## src/rtl/wdt_core_if.sv

```systemverilog
// Key/config inputs and status outputs of the watchdog core.
// The window bound is carried only when WDT_WINDOW_EN is defined.
interface wdt_core_if #(
  parameter int CNT_W      = 12,
  parameter int PRESCALE_W = 3
);
  logic                  key_valid;
  logic [15:0]           key_data;
  logic [CNT_W-1:0]      reload;
  logic [PRESCALE_W-1:0] prescale;
`ifdef WDT_WINDOW_EN
  logic [CNT_W-1:0]      window;
`endif
  logic                  running;
  logic [CNT_W-1:0]      count;
  logic                  early_warn;
  logic                  wdt_reset;
  logic                  timeout_flag;

`ifdef WDT_WINDOW_EN
  modport master (
    output key_valid, key_data, reload, prescale, window,
    input  running, count, early_warn, wdt_reset, timeout_flag
  );
  modport slave (
    input  key_valid, key_data, reload, prescale, window,
    output running, count, early_warn, wdt_reset, timeout_flag
  );
`else
  modport master (
    output key_valid, key_data, reload, prescale,
    input  running, count, early_warn, wdt_reset, timeout_flag
  );
  modport slave (
    input  key_valid, key_data, reload, prescale,
    output running, count, early_warn, wdt_reset, timeout_flag
  );
`endif
endinterface

```

## src/rtl/wdt_core.sv

```systemverilog
// Independent watchdog: synchronises wdt_clk, prescales its rising edges and counts down.
// Define WDT_WINDOW_EN to make a RELOAD key above the window bound fire (early kick).
module wdt_core #(
  parameter int          CNT_W      = 12,
  parameter int          PRESCALE_W = 3,
  parameter int          RST_PULSE  = 4,
  parameter logic [15:0] KEY_START  = 16'hCCCC,
  parameter logic [15:0] KEY_RELOAD = 16'hAAAA
) (
  input  logic     clk,
  input  logic     reset,
  input  logic     wdt_clk,
  wdt_core_if.slave bus
);

  localparam int PRE_W   = (1 << PRESCALE_W) - 1;
  localparam int PULSE_W = $clog2(RST_PULSE + 1);

  localparam logic [CNT_W-1:0]   CNT_ONE    = CNT_W'(1);
  localparam logic [CNT_W-1:0]   CNT_TWO    = CNT_W'(2);
  localparam logic [PRE_W-1:0]   PRE_ONE    = PRE_W'(1);
  localparam logic [PULSE_W-1:0] PULSE_ONE  = PULSE_W'(1);
  localparam logic [PULSE_W-1:0] PULSE_LAST = PULSE_W'(RST_PULSE - 1);

  typedef enum logic [1:0] {
    ST_IDLE,
    ST_RUN,
    ST_FIRE
  } state_t;

  state_t             state_q, state_d;
  logic [2:0]         sync_q, sync_d;
  logic [PRE_W-1:0]   pre_cnt_q, pre_cnt_d;
  logic [CNT_W-1:0]   count_q, count_d;
  logic [PULSE_W-1:0] pulse_cnt_q, pulse_cnt_d;
  logic               early_warn_q, early_warn_d;
  logic               wdt_reset_q, wdt_reset_d;
  logic               timeout_flag_q, timeout_flag_d;

  logic               tick;
  logic [PRE_W-1:0]   pre_last;
  logic               pre_hit;
  logic               key_start;
  logic               key_reload;
  logic               key_bad;
  logic               early_kick;
  logic               fire;
  logic [CNT_W-1:0]   reload_val;

  // A zero reload would expire instantly, so it selects the longest timeout instead.
  function automatic logic [CNT_W-1:0] load_value(input logic [CNT_W-1:0] r);
    return (r == '0) ? '1 : r;
  endfunction

  assign tick       = sync_q[1] & ~sync_q[2];
  assign pre_last   = ~({PRE_W{1'b1}} << bus.prescale);
  assign pre_hit    = (pre_cnt_q == pre_last);
  assign key_start  = bus.key_valid && (bus.key_data == KEY_START);
  assign key_reload = bus.key_valid && (bus.key_data == KEY_RELOAD);
  assign key_bad    = bus.key_valid && !key_start && !key_reload;
  assign reload_val = load_value(bus.reload);

`ifdef WDT_WINDOW_EN
  assign early_kick = key_reload && (count_q > bus.window);
`else
  assign early_kick = 1'b0;
`endif

  always_comb begin
    sync_d         = {sync_q[1:0], wdt_clk};
    state_d        = state_q;
    pre_cnt_d      = pre_cnt_q;
    count_d        = count_q;
    pulse_cnt_d    = pulse_cnt_q;
    early_warn_d   = 1'b0;
    wdt_reset_d    = wdt_reset_q;
    timeout_flag_d = timeout_flag_q;
    fire           = 1'b0;

    unique case (state_q)
      ST_IDLE: begin
        if (key_start) begin
          count_d   = reload_val;
          pre_cnt_d = '0;
          state_d   = ST_RUN;
        end
      end
      ST_RUN: begin
        // A kick outranks a coincident decrement, so a timely kick never fires.
        if (key_bad || early_kick) begin
          fire = 1'b1;
        end else if (key_reload) begin
          count_d   = reload_val;
          pre_cnt_d = '0;
        end else if (tick) begin
          if (pre_hit) begin
            pre_cnt_d = '0;
            if (count_q == CNT_ONE) begin
              count_d = '0;
              fire    = 1'b1;
            end else begin
              count_d      = count_q - CNT_ONE;
              early_warn_d = (count_q == CNT_TWO);
            end
          end else begin
            pre_cnt_d = pre_cnt_q + PRE_ONE;
          end
        end
      end
      ST_FIRE: begin
        if (pulse_cnt_q == '0) begin
          wdt_reset_d = 1'b0;
          count_d     = reload_val;
          pre_cnt_d   = '0;
          state_d     = ST_RUN;
        end else begin
          pulse_cnt_d = pulse_cnt_q - PULSE_ONE;
        end
      end
      default: state_d = ST_IDLE;
    endcase

    if (fire) begin
      state_d        = ST_FIRE;
      wdt_reset_d    = 1'b1;
      pulse_cnt_d    = PULSE_LAST;
      timeout_flag_d = 1'b1;
    end
  end

  always_ff @(posedge clk) begin
    if (reset) begin
      state_q        <= ST_IDLE;
      sync_q         <= '0;
      pre_cnt_q      <= '0;
      count_q        <= '0;
      pulse_cnt_q    <= '0;
      early_warn_q   <= 1'b0;
      wdt_reset_q    <= 1'b0;
      timeout_flag_q <= 1'b0;
    end else begin
      state_q        <= state_d;
      sync_q         <= sync_d;
      pre_cnt_q      <= pre_cnt_d;
      count_q        <= count_d;
      pulse_cnt_q    <= pulse_cnt_d;
      early_warn_q   <= early_warn_d;
      wdt_reset_q    <= wdt_reset_d;
      timeout_flag_q <= timeout_flag_d;
    end
  end

  assign bus.running      = (state_q != ST_IDLE);
  assign bus.count        = count_q;
  assign bus.early_warn   = early_warn_q;
  assign bus.wdt_reset    = wdt_reset_q;
  assign bus.timeout_flag = timeout_flag_q;

endmodule

```

## src/flat_wrapper.sv

```systemverilog
// flat-port wrapper written by rule: the top's interface ports become plain ports
module wdt_core_flat 
#(
  parameter int          CNT_W      = 12,
  parameter int          PRESCALE_W = 3,
  parameter int          RST_PULSE  = 4,
  parameter logic [15:0] KEY_START  = 16'hCCCC,
  parameter logic [15:0] KEY_RELOAD = 16'hAAAA
)
  (clk, reset, wdt_clk, bus_key_valid, bus_key_data, bus_reload, bus_prescale, bus_running, bus_count, bus_early_warn, bus_wdt_reset, bus_timeout_flag);
  wdt_core_if #(.CNT_W(CNT_W), .PRESCALE_W(PRESCALE_W)) bus_i ();
  input  logic clk;
  input  logic reset;
  input  logic wdt_clk;
  input wire logic [$bits(bus_i.key_valid)-1:0] bus_key_valid;
  input wire logic [$bits(bus_i.key_data)-1:0] bus_key_data;
  input wire logic [$bits(bus_i.reload)-1:0] bus_reload;
  input wire logic [$bits(bus_i.prescale)-1:0] bus_prescale;
  output wire logic [$bits(bus_i.running)-1:0] bus_running;
  output wire logic [$bits(bus_i.count)-1:0] bus_count;
  output wire logic [$bits(bus_i.early_warn)-1:0] bus_early_warn;
  output wire logic [$bits(bus_i.wdt_reset)-1:0] bus_wdt_reset;
  output wire logic [$bits(bus_i.timeout_flag)-1:0] bus_timeout_flag;
  assign bus_i.key_valid = bus_key_valid;
  assign bus_i.key_data = bus_key_data;
  assign bus_i.reload = bus_reload;
  assign bus_i.prescale = bus_prescale;
  assign bus_running = bus_i.running;
  assign bus_count = bus_i.count;
  assign bus_early_warn = bus_i.early_warn;
  assign bus_wdt_reset = bus_i.wdt_reset;
  assign bus_timeout_flag = bus_i.timeout_flag;
  wdt_core #(.CNT_W(CNT_W), .PRESCALE_W(PRESCALE_W), .RST_PULSE(RST_PULSE), .KEY_START(KEY_START), .KEY_RELOAD(KEY_RELOAD)) u_core (.clk(clk), .reset(reset), .wdt_clk(wdt_clk), .bus(bus_i));
endmodule
```

## config.mk

```make
export PLATFORM = sky130hd
export DESIGN_NAME = wdt_core_flat
export DESIGN_NICKNAME = d
export VERILOG_FILES = /design/src/rtl/wdt_core_if.sv /design/src/rtl/wdt_core.sv /design/src/flat_wrapper.sv
export SDC_FILE = /design/constraint.sdc
export NUM_CORES = 1
export LEC_CHECK = 0
export ABC_AREA = 1
export BUFFER_PORTS_ARGS = -buffer_cell sky130_fd_sc_hd__buf_2
export CAP_MARGIN = 40
export CORE_MARGIN = 1.5
export CORE_UTILIZATION = 41
export CTS_BUF_LIST = sky130_fd_sc_hd__clkbuf_16
export CTS_CLUSTER_DIAMETER = 30
export CTS_CLUSTER_SIZE = 28
export DETAILED_ROUTE_END_ITERATION = 10
export PLACE_DENSITY = 0.65
export SETUP_SLACK_MARGIN = 0.3
export SLEW_MARGIN = 20
export SYNTH_ARGS = -nofsm -noshare
export SYNTH_HDL_FRONTEND = slang
export SYNTH_SLANG_ARGS = --single-unit
```

## constraint.sdc

```tcl
create_clock -name clk -period 1.7 [get_ports clk]
set_clock_uncertainty 0.2 [all_clocks]
set_input_delay 0.34 -clock clk [delete_from_list [all_inputs] [get_ports clk]]
set_output_delay 0.34 -clock clk [all_outputs]
set_load 0.01 [all_outputs]
```

==> impl_metrics.toml, run 1 <==
[drt]
avgRoutedWirePerCell_um = 11.9
drc = 0
antenna_left = 0
wl_um = 7290
viasPerCell = 4.86
num_vias = 2967
drtPass1Iterations = 4
drtIter0Drc = 91

[cells_and_area]
multi_input_area_mm2 = 0.00176
num_antenna_cells = 0
syn2layout_area_growth_pct = 68.1
fin_area_mm2 = 0.00392
fillers = 455
drive_above_1_share_pct = 43.0
nNetsFinal = 579
regArea_um2 = 636

[global_route]
grt_pass1_wl_um = 11500
grt.overflow.total = 0
grt_max_degree = 17
grt_pass1_vias = 2761
grt_use_total_pct = 23.5
antenna_found_initial = 0

[logic_synthesis]
synth_area_per_cell_um2 = 5.68
synth_common_cells = "nand2_1 (129), inv_1 (68), nor2_1 (60)"
yosys.area.top_type_share_pct = 25.8
synth.area.top_cells = "dfxtp_1 (26%), nand2_1 (21%), inv_1 (11%)"
synth-edff-count = 0
yosysMostFrequentCell = "nand2_1"
synthArstFlopShare_pct = 0
ys_types = 25
synth-seq-area-share_pct = 25.8
synth_warnings = 0
synth_area_mm2 = 0.00233
synth_fp_nets = 451
synth_top_area_cell = "dfxtp_1"
ys_ff_latch = 30
syn_inst = 410
synth_ff_type = "dfxtp_1"

[cts]
holdBufCountCts = 0
clock_sinks = 30
cts.clk_slew.worst_paths_ns = 0.06
clk_latency_ns = 0.28
cts_root_buf = "clkbuf_16"
cts_buffer_depth = 2
numCtsBuffers = 5
cts_tree = "yes"
h-tree-depth = 2

[floorplan]
pin_count = 51
start_util_pct = 42.3
rows = 27
chipWidth_um = 78.4
die-area_mm2 = 0.00614
fp.dieH_um = 78.4
core_area_mm2 = 0.00551

[sta]
timing.fmax_ghz = 0.548
hold_viol = 0
setup_viol = 19
fin_crit_ns = 1.83
fin_tns_setup_ns = -1.53
slew_violations = 0
rsz0062_at_grt = "yes"
setup_slack_ns = -0.125
period_share_pct = 107
slew_headroom_pct = 83.9
worst_slew_pin_slew_ns = 0.239

[placement]
hpwl_um = 5250
port_buffers = 50
place_ws_ns = -0.307
place_congestion = 0.857
placed_cell_area_mm2 = 0.00328

[setup_path]
timing.rr.end = "u_core.bus.count[7]"
start_kind = "flip-flop"
path_class = "reg -> reg"
reg2reg_from = "u_core.pulse_cnt_q[0]"
cp.arrival_ns = 1.79
r2r_cells = 11
cp_max_fo = 5
worstPathRequired_ns = 1.67
r2r_slack_ns = -0.13
endpoint_kind = "flip-flop"

[power]
p_int_mw = 1.48
p_sw_share_pct = 24.1
power_density_mw_per_mm2 = 499
clkPwrFrac_pct = 53.2
p_sw_mw = 0.470
comb_power_share_pct = 11.1
vdd_drop_max_mv = 0.337
leakagePower_nw = 2.08
pwr-share-seq_pct = 35.8

[run_status]
failed_checks = "setup timing"
status = "finished with violations"

[job]
drv_cap = 0

[worst_hold_path]
hp-start = "wdt_clk"
hp-class = "in -> reg"
min_to = "u_core.sync_q[0]"
holdPathStages = 3
## routing by layer
metal,vias up,GRT usage (%),share of wire (%)
met5,-,0,0
met3,10,4.77,3.8
met1,1354,26.9,43
met4,0,7.86,1.3
li1,1530,-,-
met2,73,43.2,52
## kinds of logic after synthesis
| logic type | after synthesis | share of synthesized area (%) |
|---|---|---|
| simple gates | 260 | 48.1 |
| fa+ha+maj | 6 | 3.22 |
| buf+inv | 77 | 13.0 |
| xor+xnor | 9 | 3.39 |
| compound gates | 28 | 6.50 |
| flops | 30 | 25.8 |
## area by class of cell
cell class | instances | share of cell area, %
tap | 72 | 2.30
sequential | 30 | 16.2
multi-input combinational | 304 | 44.9
timing repair buffer | 127 | 25.2
inverter | 70 | 6.97
clock inverter | 3 | 1.15
clock buffer | 5 | 3.20
## worst max path at each step
stage / from / to / slack [ns] / cells after the start
finish: u_core.pulse_cnt_q[0] / u_core.bus.count[7] / -0.13 / 11
global route: u_core.pulse_cnt_q[0] / u_core.bus.count[1] / -0.22 / 10
CTS: u_core.pulse_cnt_q[0] / u_core.pre_cnt_q[1] / -0.07 / 10
detailed placement: bus_key_data[12] / u_core.bus.count[7] / -0.31 / 11
global placement: bus_key_data[9] / u_core.bus.count[7] / -0.29 / 12
floorplan: bus_prescale[2] / u_core.bus.count[6] / 0.004 / 13
## power groups by stage
stage / Clock [mW] / Sequential, mW / Combinational [mW]
after CTS: 1.04 / 0.704 / 0.204
after detailed placement: 0 / 0.723 / 0.198
after global placement: 0 / 0.722 / 0.194
after global routing: 1.08 / 0.699 / 0.242
after floorplan: 0 / 0.722 / 0.0978
final: 1.04 / 0.699 / 0.216
## per-stage QoR
step	hold WS, ns	instances	power (mW)	utilization (%)
after global placement	0.191	592	0.916	59.5
after CTS	0.0756	605	1.95	67.0
after floorplan	0.188	410	0.820	-
after global routing	0.0838	611	2.02	71.1
final	0.0773	611	1.95	71.1
after detailed placement	0.210	592	0.921	59.5
## layout by cell type, fill, tap and decap left out, types with 3 or more instances in the layout
| cell | Yosys | layout |
|---|---|---|
| nor2_1 | 60 | 34 |
| inv_2 | 2 | 6 |
| o21ai_2 | 0 | 3 |
| nand3_1 | 43 | 35 |
| xor2_1 | 6 | 6 |
| nor2_4 | 0 | 11 |
| ha_1 | 6 | 5 |
| nor2_2 | 5 | 20 |
| nand3_2 | 1 | 9 |
| inv_1 | 68 | 62 |
| nand3b_1 | 3 | 3 |
| nand2_2 | 3 | 10 |
| a21oi_2 | 0 | 3 |
| dfxtp_2 | 0 | 13 |
| o21ai_0 | 14 | 11 |
| nand4_1 | 9 | 9 |
| buf_6 | 1 | 24 |
| dfxtp_1 | 30 | 12 |
| clkbuf_16 | 0 | 6 |
| a21oi_1 | 9 | 6 |
| nand2_1 | 129 | 115 |
| nand2_4 | 0 | 6 |
| nor3_1 | 5 | 3 |
| buf_4 | 0 | 62 |
| buf_2 | 4 | 37 |
| dfxtp_4 | 0 | 5 |
## worst max-delay path, cell delays in order (launching register included)
cell	delay, ns
dfxtp_2	0.32
inv_2	0.07
ha_4	0.14
nand2_4	0.05
o21ai_2	0.10
a21boi_4	0.27
buf_6	0.14
nand3_4	0.12
nor2_4	0.15
nand2_1	0.06
nand2_1	0.06
nor2_2	0.03
## registers in the layout, summed over array words and instances (netlist names)
signal and flops:
u_core.bus.count 12, u_core.pre_cnt_q 7, u_core.pulse_cnt_q 3, u_core.sync_q 3
u_core.state_q 2, u_core.bus.early_warn 1, u_core.bus.timeout_flag 1, u_core.bus.wdt_reset 1
## repair_timing
action,CTS,global route
gates cloned,1,1
setup endpoints to repair,39,40
buffers inserted,4,5
pin swaps,23,17
gates resized for setup,61,47
Note: power is estimated with default switching activity, not from simulation.
==> run 2: changes to the inputs <==
RECOVER_POWER = 50   (was unset)
==> impl_metrics.toml, run 2 (synthesis results as in run 1) <==
[placement]
place_congestion = 0.857
hpwl_um = 5250
port_buffers = 50
place_inst = 592

[sta]
fin_crit_ns = 1.83
setup_viol = 19
slew_headroom_pct = 83.9
hold_viol = 0
worst_hold_slack_ns = 0.0710
worst_slew_pin_slew_ns = 0.239
slew_violations = 0
period_share_pct = 108
rsz0062_at_grt = "yes"
setup_slack_ns = -0.131
timing.fmax_ghz = 0.546

[cts]
holdBufCountCts = 0
cts_tree = "yes"
clk_latency_ns = 0.28
cts_root_buf = "clkbuf_16"
h-tree-depth = 2
numCtsBuffers = 5
cts_buffer_depth = 2
cts.clk_slew.worst_paths_ns = 0.06
clock_sinks = 30

[worst_hold_path]
hp-class = "in -> reg"

[global_route]
grt_max_degree = 17
grt_pass1_wl_um = 11500
grt_pass1_vias = 2761
antenna_found_initial = 0
grt_use_total_pct = 23.5
grt.overflow.total = 0

[floorplan]
pin_count = 51
start_util_pct = 42.3
core_area_mm2 = 0.00551
chipWidth_um = 78.4
die-area_mm2 = 0.00614
rows = 27
fp.dieH_um = 78.4

[setup_path]
start_kind = "flip-flop"
worstPathRequired_ns = 1.67
cp_max_fo = 5
cp.arrival_ns = 1.80
path_class = "reg -> reg"
endpoint_kind = "flip-flop"

[power]
power_density_mw_per_mm2 = 502
leakagePower_nw = 2.06
vdd_drop_max_mv = 0.341

[cells_and_area]
layout_common_cells = "nand2_1 (115), inv_1 (62), buf_4 (62)"
drive_above_1_share_pct = 42.5
final_cells = 611
largest_register_ffs = 12
regArea_um2 = 636
syn2layout_area_growth_pct = 68.0
nNetsFinal = 579
layout_commonest_cell = "nand2_1"
multi_input_area_mm2 = 0.00176
postLayoutCoreUtil_pct = 71.0
num_antenna_cells = 0
fillers = 456

[drt]
drtPass1Iterations = 5
num_vias = 2974
dr_wl_met2_um = 3760
wl_met1_um = 3150
avgRoutedWirePerCell_um = 12.0
antenna_left = 0
wl_met3_um = 297
drc = 0
maxUsedRoutingLayer = "met4"
drtIter0Drc = 91
viasPerCell = 4.87
wl_um = 7330

[run_status]
failed_checks = "setup timing"
status = "finished with violations"

[job]
drv_cap = 0
==> run 2: cell count changes in the layout (fill, tap and decap cells not counted) <==
| cell | change |
|---|---|
| buf_2 | -3 |
| clkbuf_1 | +3 |
==> run 2: final cells by class <==
class	instances	share of cell area, %
timing repair buffer	127	25.2
inverter	70	6.97
clock buffer	5	3.20
tap	72	2.30
multi-input combinational	304	44.9
clock inverter	3	1.15
sequential	30	16.3
==> run 2: timing repair <==
action / in CTS / in global routing
resized for setup: 61 / 47
gates cloned: 1 / 1
endpoints found under the setup margin: 39 / 40
pin swaps: 23 / 17
setup buffers: 4 / 5
==> run 2: worst max-delay path, cell delays in order, from the launching register on <==
cell,delay (ns)
dfxtp_2,0.32
inv_2,0.07
ha_4,0.14
nand2_4,0.05
o21ai_2,0.10
a21boi_4,0.27
buf_6,0.14
nand3_4,0.12
nor2_4,0.16
nand2_1,0.06
nand2_1,0.06
nor2_2,0.03
==> run 2: through the flow <==
stage	setup slack, ns	instance area (um2)	power (mW)	TNS (ns)
floorplan	0.00415	2490	0.820	0
global placement	-0.293	3280	0.916	-5.38
detailed placement	-0.307	3280	0.921	-5.92
CTS	-0.0712	3690	1.95	-1.02
global route	-0.220	3910	2.02	-3.67
finish	-0.131	3910	1.96	-1.55
==> run 2: path summary, 6_finish.rpt <==
check	startpoint	endpoint	slack [ns]	depth (start not counted)
max	u_core.pulse_cnt_q[0]	u_core.bus.count[7]	-0.13	11
min	wdt_clk	u_core.sync_q[0]	0.07	3
max reg2reg	u_core.pulse_cnt_q[0]	u_core.bus.count[7]	-0.13	11
min reg2reg	u_core.sync_q[0]	u_core.sync_q[1]	0.21	2
==> run 2: power breakdown <==
| part | switching [mW] | internal, mW | leakage [nW] |
|---|---|---|---|
| registers | 0.00110 | 0.698 | 0.253 |
| logic | 0.120 | 0.0959 | 1.74 |
| clock network | 0.357 | 0.690 | 0.0760 |
| total | 0.478 | 1.48 | 2.06 |
==> run 2: routing by layer <==
metal | vias to the layer above | track usage, %
met5 | - | 0
met4 | 0 | 7.86
met3 | 12 | 4.77
met2 | 73 | 43.2
met1 | 1358 | 26.9
li1 | 1531 | -
==> run 3: changes to the inputs <==
PLACE_DENSITY = unset   (was 0.65)
SLEW_MARGIN = 5   (was 20)
clock period = 2.2 ns   (was 1.7 ns; I/O delays follow)
==> impl_metrics.toml, run 3 (synthesis results as in run 1) <==
[run_status]
status = "completed"

[global_route]
globalRouteMet2Util_pct = 36.3
met3_usage_pct = 4.30
grtUsageMet1_pct = 28.3
grt.overflow.total = 0
busiest_layer = "met2"
grt_max_degree = 19
grt_pass1_wl_um = 10700
antenna_found_initial = 0
grt_pass1_vias = 2404
grt_use_total_pct = 21.8

[drt]
drtIter0Drc = 162
wl_um = 6750
antenna_left = 0
drc = 0
avgRoutedWirePerCell_um = 12.1
num_vias = 2751
drtPass1Iterations = 4
viasPerCell = 4.92

[power]
p_int_mw = 1.12
p_sw_share_pct = 21.9
pwr-share-seq_pct = 38.0
leakagePower_nw = 1.67
vdd_drop_max_mv = 0.446
power_density_mw_per_mm2 = 445
p_sw_mw = 0.314
comb_power_share_pct = 9.3
clkPwrFrac_pct = 52.7

[floorplan]
start_util_pct = 42.3
core_area_mm2 = 0.00551
pin_count = 51
chipWidth_um = 78.4
die-area_mm2 = 0.00614
rows = 27
fp.dieH_um = 78.4

[placement]
place_ws_ns = 0.0746
port_buffers = 50
hpwl_um = 4860
place_congestion = 0.901

[setup_path]
cp.arrival_ns = 1.91
r2r_cells = 10
start_kind = "flip-flop"
cp_max_fo = 5
worstPathRequired_ns = 2.21
cp.depth = 10
crit_top_cell = "nand2_1"
path_class = "reg -> reg"
timing.rr.end = "u_core.bus.count[6]"
r2r_slack_ns = 0.30
cp_num_buf_inv = 2
cpMaxStageDelayCell = "dfxtp_2"
cpPeakStageDelay_ns = 0.32
endpoint_kind = "flip-flop"
critPathTopFamily = "simple AND/OR/NAND/NOR gates"
crit_chain = "inv_2 > ha_4 > nand2_4 > o21ai_2 > a21boi_4 > nand4_4 > buf_12 > nor2_8 > nand2_1 > nand2_1"
reg2reg_from = "u_core.pulse_cnt_q[0]"

[cts]
clock_sinks = 30
h-tree-depth = 2
cts.clk_slew.worst_paths_ns = 0.05
holdBufCountCts = 0
cts_root_buf = "clkbuf_16"
cts_tree = "yes"
clk_latency_ns = 0.27
numCtsBuffers = 5
cts_buffer_depth = 2

[cells_and_area]
layout_common_cells = "nand2_1 (125), inv_1 (62), nor2_1 (39), nand3_1 (39), buf_2 (35)"
nNetsFinal = 528
num_antenna_cells = 0
syn2layout_area_growth_pct = 38.0
largest_register_ffs = 12
layout_commonest_cell = "nand2_1"
drive_above_1_share_pct = 26.7

[worst_hold_path]
holdPathStages = 3
hp-start = "wdt_clk"
min_to = "u_core.sync_q[0]"
hp-class = "in -> reg"

[sta]
hold_viol = 0
worst_slew_pin_slew_ns = 0.882
slew_headroom_pct = 41.2
timing.fmax_ghz = 0.526
fin_crit_ns = 1.90
setup_slack_ns = 0.300
period_share_pct = 86.4
fin_tns_setup_ns = 0
setup_viol = 0
slew_violations = 0
rsz0062_at_grt = "yes"

[job]
drv_cap = 0
run 3: changes by cell type in the layout (fill, tap and decap cells not counted), sizes merged:
| cell | before | now |
|---|---|---|
| clkinv | 0 | 1 |
| clkbuf | 10 | 24 |
| nand3 | 45 | 44 |
| clkinvlp | 2 | 0 |
| buf | 122 | 58 |
run 3: routing by layer:
layer	routed length (um)	vias up	share of wire (%)
met4	81	0	1.2
met5	0	-	0
met3	291	8	4.3
li1	-	1421	-
met1	3160	1251	47
met2	3220	71	48
run 3: area by class of cell:
class                      instances  area [um2]
timing repair buffer              77         478
tap                               72        90.1
clock buffer                       5         125
clock inverter                     2        33.8
fill                             590        2290
inverter                          70         265
sequential                        30         616
multi-input combinational        303        1610
run 3: how the worst max path moves through the flow:
stage	start	end	slack [ns]
after CTS	u_core.pulse_cnt_q[0]	u_core.bus.count[7]	0.30
after detailed placement	bus_key_data[4]	u_core.bus.count[7]	0.07
final	u_core.pulse_cnt_q[0]	u_core.bus.count[6]	0.30
after global routing	u_core.pulse_cnt_q[0]	u_core.bus.count[6]	0.22
after floorplan	bus_prescale[2]	u_core.bus.count[0]	0.32
after global placement	bus_key_data[4]	u_core.pre_cnt_q[4]	0.1
run 3: power groups by stage:
stage / Sequential (mW) / Combinational [mW] / Clock (mW)
floorplan: 0.558 / 0.0661 / 0
global placement: 0.558 / 0.121 / 0
detailed placement: 0.558 / 0.122 / 0
CTS: 0.547 / 0.123 / 0.768
global route: 0.544 / 0.151 / 0.802
finish: 0.544 / 0.133 / 0.754
run 3: through the flow:
step / cells / total power, mW / util [%] / hold WS [ns] / area [um2]
CTS: 545 / 1.44 / 53.2 / 0.172 / 2930
floorplan: 410 / 0.624 / - / 0.188 / 2330
global route: 559 / 1.50 / 58.4 / 0.197 / 3210
detailed placement: 538 / 0.680 / 49.8 / 0.203 / 2740
global placement: 538 / 0.679 / 49.8 / 0.206 / 2740
finish: 559 / 1.43 / 58.4 / 0.179 / 3210
run 3: what timing repair did:
item	in CTS	in global routing
endpoints found under the hold margin	0	0
gates resized for setup	6	65
cloned	0	2
setup buffers	0	12
pin swaps	0	16
setup endpoints to repair	21	26
run 3: worst register-to-register path: cells and delay by family (launching register included):
| family | cells | cell delay (ns) |
|---|---|---|
| DFF | 1 | 0.32 |
| and+or+nand+nor | 5 | 0.50 |
| buffers and inverters | 2 | 0.28 |
| AOI/OAI and AO/OA | 2 | 0.40 |
| adders and majority gates | 1 | 0.14 |
